--- config.mk ---
export PLATFORM = sky130hd
export DESIGN_NAME = mem_arbiter
export DESIGN_NICKNAME = d
export VERILOG_FILES = /design/src/rtl/mem_arbiter.sv
export SDC_FILE = /design/constraint.sdc
export NUM_CORES = 1
export LEC_CHECK = 0
export ABC_CLOCK_PERIOD_IN_PS = 12540
export CORE_UTILIZATION = 35
export DETAILED_ROUTE_END_ITERATION = 16
export HOLD_SLACK_MARGIN = 0.1
export PLACE_DENSITY = 0.75
export SYNTH_ARGS = -nofsm -noshare
export SYNTH_HDL_FRONTEND = slang
export SYNTH_SLANG_ARGS = --single-unit
--- constraint.sdc ---
create_clock -name clk -period 12.54 [get_ports clk]
set_input_delay 2.508 -clock clk [delete_from_list [all_inputs] [get_ports clk]]
set_output_delay 2.508 -clock clk [all_outputs]
set_load 0.02 [all_outputs]
--- src/rtl/mem_arbiter.sv ---
// -----------------------------------------------------------------------------
// mem_arbiter
//
// Shares one synchronous 32-bit memory between two requesters: port 0 (the
// tarhi CPU) and port 1 (loader / DMA / debug master). Accesses are serialised
// through a three-state FSM (IDLE -> ISSUE -> DONE). Each access takes three
// cycles. Read data is returned only to the port that owned the access.
//
// Configuration macro:
//   MEM_ARB_FIXED_PRIO_EN  defined   : port 0 always wins a tie.
//                          undefined : round-robin, strict alternation on ties.
//
// Ports:
//   clk, reset                 clock, asynchronous active-high reset
//   m0_req/write/addr/wdata    port 0 request, direction, word address, data
//   m0_rdata, m0_ack           port 0 read data (held) and completion pulse
//   m1_*                       port 1, same set of signals as port 0
//   mem_enable/write/addr/dout memory strobe, write enable, address, wdata
//   mem_din                    memory read data, valid the cycle after strobe
//   arb_owner                  port owning the current or last access
// -----------------------------------------------------------------------------
module mem_arbiter #(
   parameter int AW = 24,
   parameter int DW = 32
) (
   input  logic          clk,
   input  logic          reset,
   input  logic          m0_req,
   input  logic          m0_write,
   input  logic [AW-1:0] m0_addr,
   input  logic [DW-1:0] m0_wdata,
   output logic [DW-1:0] m0_rdata,
   output logic          m0_ack,
   input  logic          m1_req,
   input  logic          m1_write,
   input  logic [AW-1:0] m1_addr,
   input  logic [DW-1:0] m1_wdata,
   output logic [DW-1:0] m1_rdata,
   output logic          m1_ack,
   output logic          mem_enable,
   output logic          mem_write,
   output logic [AW-1:0] mem_addr,
   output logic [DW-1:0] mem_dout,
   input  logic [DW-1:0] mem_din,
   output logic          arb_owner
);

   typedef enum logic [1:0] {
      ST_IDLE  = 2'd0,
      ST_ISSUE = 2'd1,
      ST_DONE  = 2'd2
   } state_t;

   state_t        r_state;
   logic          r_last_grant;
   logic          r_owner;
   logic          r_cmd_write;
   logic          r_mem_enable;
   logic          r_mem_write;
   logic [AW-1:0] r_mem_addr;
   logic [DW-1:0] r_mem_dout;
   logic [DW-1:0] r_rdata0;
   logic [DW-1:0] r_rdata1;
   logic          r_ack0;
   logic          r_ack1;

   logic          w_any_req;
   logic          w_win;

   // Pick the winning port for an access starting in IDLE.
   always_comb begin
      w_any_req = m0_req | m1_req;
`ifdef MEM_ARB_FIXED_PRIO_EN
      // Port 0 wins whenever it is requesting; last_grant plays no part.
      if (m0_req) begin
         w_win = 1'b0;
      end else begin
         w_win = 1'b1;
      end
`else
      // On a tie the port that did not take the last access wins.
      if (m0_req && m1_req) begin
         w_win = ~r_last_grant;
      end else if (m1_req) begin
         w_win = 1'b1;
      end else begin
         w_win = 1'b0;
      end
`endif
   end

   // Access sequencer: command latch, memory strobe, read capture and acks.
   always_ff @(posedge clk or posedge reset) begin
      if (reset) begin
         r_state      <= ST_IDLE;
         r_last_grant <= 1'b1;
         r_owner      <= 1'b0;
         r_cmd_write  <= 1'b0;
         r_mem_enable <= 1'b0;
         r_mem_write  <= 1'b0;
         r_mem_addr   <= {AW{1'b0}};
         r_mem_dout   <= {DW{1'b0}};
         r_rdata0     <= {DW{1'b0}};
         r_rdata1     <= {DW{1'b0}};
         r_ack0       <= 1'b0;
         r_ack1       <= 1'b0;
      end else begin
         case (r_state)
            ST_IDLE: begin
               r_ack0 <= 1'b0;
               r_ack1 <= 1'b0;
               if (w_any_req) begin
                  r_owner      <= w_win;
                  r_cmd_write  <= w_win ? m1_write : m0_write;
                  r_mem_write  <= w_win ? m1_write : m0_write;
                  r_mem_addr   <= w_win ? m1_addr  : m0_addr;
                  r_mem_dout   <= w_win ? m1_wdata : m0_wdata;
                  r_mem_enable <= 1'b1;
                  r_state      <= ST_ISSUE;
               end else begin
                  r_state <= ST_IDLE;
               end
            end
            ST_ISSUE: begin
               // Strobe lasts exactly this cycle; ack is raised for the DONE cycle.
               r_mem_enable <= 1'b0;
               r_mem_write  <= 1'b0;
               if (r_owner) begin
                  r_ack1 <= 1'b1;
               end else begin
                  r_ack0 <= 1'b1;
               end
               r_state <= ST_DONE;
            end
            ST_DONE: begin
               r_ack0 <= 1'b0;
               r_ack1 <= 1'b0;
               if (!r_cmd_write) begin
                  if (r_owner) begin
                     r_rdata1 <= mem_din;
                  end else begin
                     r_rdata0 <= mem_din;
                  end
               end
               r_last_grant <= r_owner;
               r_state      <= ST_IDLE;
            end
            default: begin
               r_mem_enable <= 1'b0;
               r_mem_write  <= 1'b0;
               r_ack0       <= 1'b0;
               r_ack1       <= 1'b0;
               r_state      <= ST_IDLE;
            end
         endcase
      end
   end

   // Read data must be valid in the ack cycle, while mem_din is only just
   // arriving; forward it to the owner during DONE, then serve the register.
   always_comb begin
      if ((r_state == ST_DONE) && !r_cmd_write && !r_owner) begin
         m0_rdata = mem_din;
      end else begin
         m0_rdata = r_rdata0;
      end
      if ((r_state == ST_DONE) && !r_cmd_write && r_owner) begin
         m1_rdata = mem_din;
      end else begin
         m1_rdata = r_rdata1;
      end
   end

   assign m0_ack     = r_ack0;
   assign m1_ack     = r_ack1;
   assign mem_enable = r_mem_enable;
   assign mem_write  = r_mem_write;
   assign mem_addr   = r_mem_addr;
   assign mem_dout   = r_mem_dout;
   assign arb_owner  = r_owner;

endmodule

* After elaboration in Yosys (flattened, before gate mapping) *
Index checks and enable logic that the tools add are counted.
Widths: inputs -> output; s select.

storage, ports and cells
  register bits = 129
  latch bits = 0
  memory bits (writable) = 0
  ROM bits = 0
  input port bits = 150
  output and inout port bits = 125
  memories = 0

operators by class
  add/subtract/negate cells = 0
  multiply operators = 0
  divide/modulo/power cells = 0
  order comparisons = 0
  eq/ne operators = 5
  shift operators = 0
  mux-type cells = 17
  bitwise logic cells = 5
  reductions and logical operators = 11

operator list
  cell                number
  $mux 32             3
  $mux 24             1
  $mux 1              10
  $ne 2x2->1 const B  3
  $reduce_and 3->1    2
  $logic_and 1x1->1   4
  $not 1->1           4
  $pmux 1 s2          2
  $pmux 2 s2          1
  $reduce_and 2->1    2
  $eq 2x1->1 const B  1
  $eq 2x2->1 const B  1
  $logic_not 1->1     2
  $logic_not 2->1     1
  $or 1x1->1          1

* Depth between registers and ports, before layout *
  word-level depth = 5
  gate-level depth with buffers = 6

* Worst setup path after synthesis *
No wires, ideal clock.

  path type = input to output
  from = input mem_din[31]
  to = output m0_rdata[31]
  arrival time = 2,880 ps
  data required time = 10,032 ps
  path slack = 7,152 ps
  cell stages on the path = 1
  cell sequence = mux2_1

on the way
  longest elaborated chain between the ends = 1

RTL lines
  what                RTL line  RTL
  start: declaration  44        input logic [DW-1:0] mem_din,
  $mux 32             162       if ((r_state == ST_DONE) && !r_cmd_write && !r_owner) begin
  end: declaration    32        output logic [DW-1:0] m0_rdata,

Every way passes these cells.

* Worst setup path in the final report *
  from = input mem_din[4]
  to = output m1_rdata[4]

on the way
  longest elaborated chain between the ends = 1

RTL lines
  what              RTL line  RTL
  $mux 32           167       if ((r_state == ST_DONE) && !r_cmd_write && r_owner) begin
  end: declaration  38        output logic [DW-1:0] m1_rdata,

Every way passes these cells.

==> impl_metrics.tcl <==
set metrics [dict create \
    overflow 0 \
    fp.dieH_um 136 \
    syn_area_um2 6310 \
    synth_top_cells_by_count "mux2_2, dfrtp_1, buf_6, mux2_1, buf_2" \
    final-max-slew-violation-count 0 \
    wl_per_cell_um 17.3 \
    synth_top_area_cell "dfrtp_1" \
    met2_usage_pct 32.4 \
    ys_ff_latch 129 \
    grt_max_degree 74 \
    hold_buffers 0 \
    area.growth.synth_to_final_pct 55.2 \
    post_cts_buffers 0 \
    dp_hpwl_um 11900 \
    reg2reg_slack_ns 9.80 \
    io-pin-count 275 \
    cp.arrival_ns 3.84 \
    port_buffers 274 \
    slew_headroom_pct 18.5 \
    hold_violations 0 \
    yosysMostFrequentCell "mux2_2" \
    synth_warnings 0 \
    yosysTopAreaCellShare_pct 50.7 \
    gp_congestion 0.793 \
    synth_nets 566 \
    drtPass1Iterations 4 \
    end_kind "primary output" \
    rows 48 \
    max_freq_mhz 158 \
    numCtsBuffers 17 \
    cts.sinks 129 \
    syn_inst 416 \
    cellPowerDensity_nw_per_um2 264 \
    syn_avg_cell_area_um2 15.2 \
    crit_required_ns 10.03 \
    critPathMaxFanout 4 \
    fin_hold_ws_ns 0.484 \
    setup_viol 0 \
    worst_slew_pin_slew_ns 1.22 \
    n_antenna_cell 0 \
    synth.yosys.seq_area_share_pct 51.1 \
    insertion_delay_ns 0.40 \
    rsz0062_at_grt "no" \
    cts_root_buf "clkbuf_16" \
    cts_tree "built" \
    ir_drop_v 0.000146 \
    busiest_layer "met2" \
    clk_pin_slew_ns 0.06 \
    min_period_over_period_pct 50.6 \
    die-width_um 136 \
    grtUsageMet1_pct 19.0 \
    synth_edf_count 0 \
    antenna_found_initial 0 \
    totalWireLength_um 16100 \
    maxCapViolCount 0 \
    synth_cell_types 21 \
    synthTopCellsByArea "dfrtp_1, mux2_2, buf_6" \
    drc 0 \
    grt_pass1_vias 4875 \
    fill_cells 1411 \
    dieArea_um2 18600 \
    p_leak_nw 3.95 \
    fp.coreArea_um2 17500 \
    period_minus_slack_ns 6.34 \
    setup_tns_ns 0 \
    drive_gt1_share_pct 38.3 \
    clock_skew_ns 0.00864 \
    vias 4389 \
    drtIter0Drc 84 \
    status "finished, final reports clean" \
    min_path_type "flop to flop" \
    synth_ff_type "dfrtp_1" \
    cts_buffer_depth 2 \
    start_util_pct 36.1 \
    met3_usage_pct 4.47 \
    final_util_pct 56.1 \
    crit_path_start_kind "primary input" \
    cts_resized 0 \
    grt_usage_pct 17.6 \
    critPathKind "primary input to primary output" \
    grt_pass1_wl_um 24800 \
    ys_async_sr_fraction_pct 100 \
    avgViaCountPerCell 4.73 \
    h-tree-depth 4 \
    ant_nets 0 \
    nets 840 \
]
[power by group]
| group | total, mW | switching (mW) | internal [mW] |
|---|---|---|---|
| clock network | 0.530 | 0.189 | 0.341 |
| registers | 0.741 | 0.112 | 0.629 |
| logic | 1.31 | 0.588 | 0.724 |
[path summary, 6_finish.rpt]
| check | startpoint | end | depth (start not counted) |
|---|---|---|---|
| min reg2reg | m1_ack | m1_ack | 1 |
| max in group asynchronous | reset | mem_dout[13] | 3 |
| max reg2reg | r_state[0] | r_rdata1[28] | 4 |
| min in group asynchronous | reset | r_rdata0[12] | 2 |
| min | m1_ack | m1_ack | 1 |
| max | mem_din[4] | m1_rdata[4] | 3 |
[flip-flops by register name, indices dropped and copies added (netlist names)]
signal / cells
mem_dout: 32
r_rdata0: 32
r_rdata1: 32
mem_addr: 24
r_state: 2
arb_owner: 1
m0_ack: 1
m1_ack: 1
mem_enable: 1
mem_write: 1
r_cmd_write: 1
r_last_grant: 1
[cells by family (layout without fill, tap and decap cells)]
family,count (synthesis),after routing,share of synthesized area [%]
buffers and inverters,29,316,3.80
DFF,129,129,51.1
AOI/OAI and AO/OA,8,8,0.852
muxes,242,242,43.1
and+or+nand+nor,8,8,1.07
[cells in the final DEF, fill, tap and decap left out, types with 2 or more instances in the layout]
cell type        synthesis  routed
clkdlybuf4s50_1          0     274
mux2_2                 224     224
dfrtp_1                128     128
clkbuf_16                0      17
mux2_1                  16      16
buf_4                    1       5
o21ai_0                  4       4
bufinv_16                0       4
clkinv_4                 0       4
inv_6                    0       3
clkinvlp_4               0       3
inv_2                    2       2
nor3_4                   2       2
nor2b_1                  2       2
o21a_1                   2       2
mux2i_1                  2       2
inv_1                    3       2
[layout make-up]
cell class              instances  area [um2]  share of cell area, %
inverters                       5        21.3                  0.217
flip-flops and latches        129        3230                   33.0
well taps                     225         282                   2.87
clock inverters                14         204                   2.08
multi-input cells             258        2840                   29.0
repair buffers                279        2780                   28.4
clock buffers                  18         439                   4.48
[through the flow]
stage / setup WS, ns / cells / cell area, um2 / power [mW]
finish: 6.20 / 928 / 9800 / 2.58
global route: 6.15 / 928 / 9800 / 2.72
CTS: 6.19 / 928 / 9800 / 2.62
detailed placement: 6.19 / 896 / 9160 / 2.07
global placement: 6.22 / 896 / 9160 / 2.03
floorplan: 6.59 / 416 / 6310 / 1.49
[critical path: stages]
cell	delay (ns)
clkdlybuf4s50_1	0.47
mux2_1	0.33
clkdlybuf4s50_1	0.54
[layer usage]
metal	wire length [um]	share of wire (%)
met1	6040	38
met2	8860	55
met3	820	5.1
met4	337	2.1
met5	0	0
(Power assumes the default switching activity.)
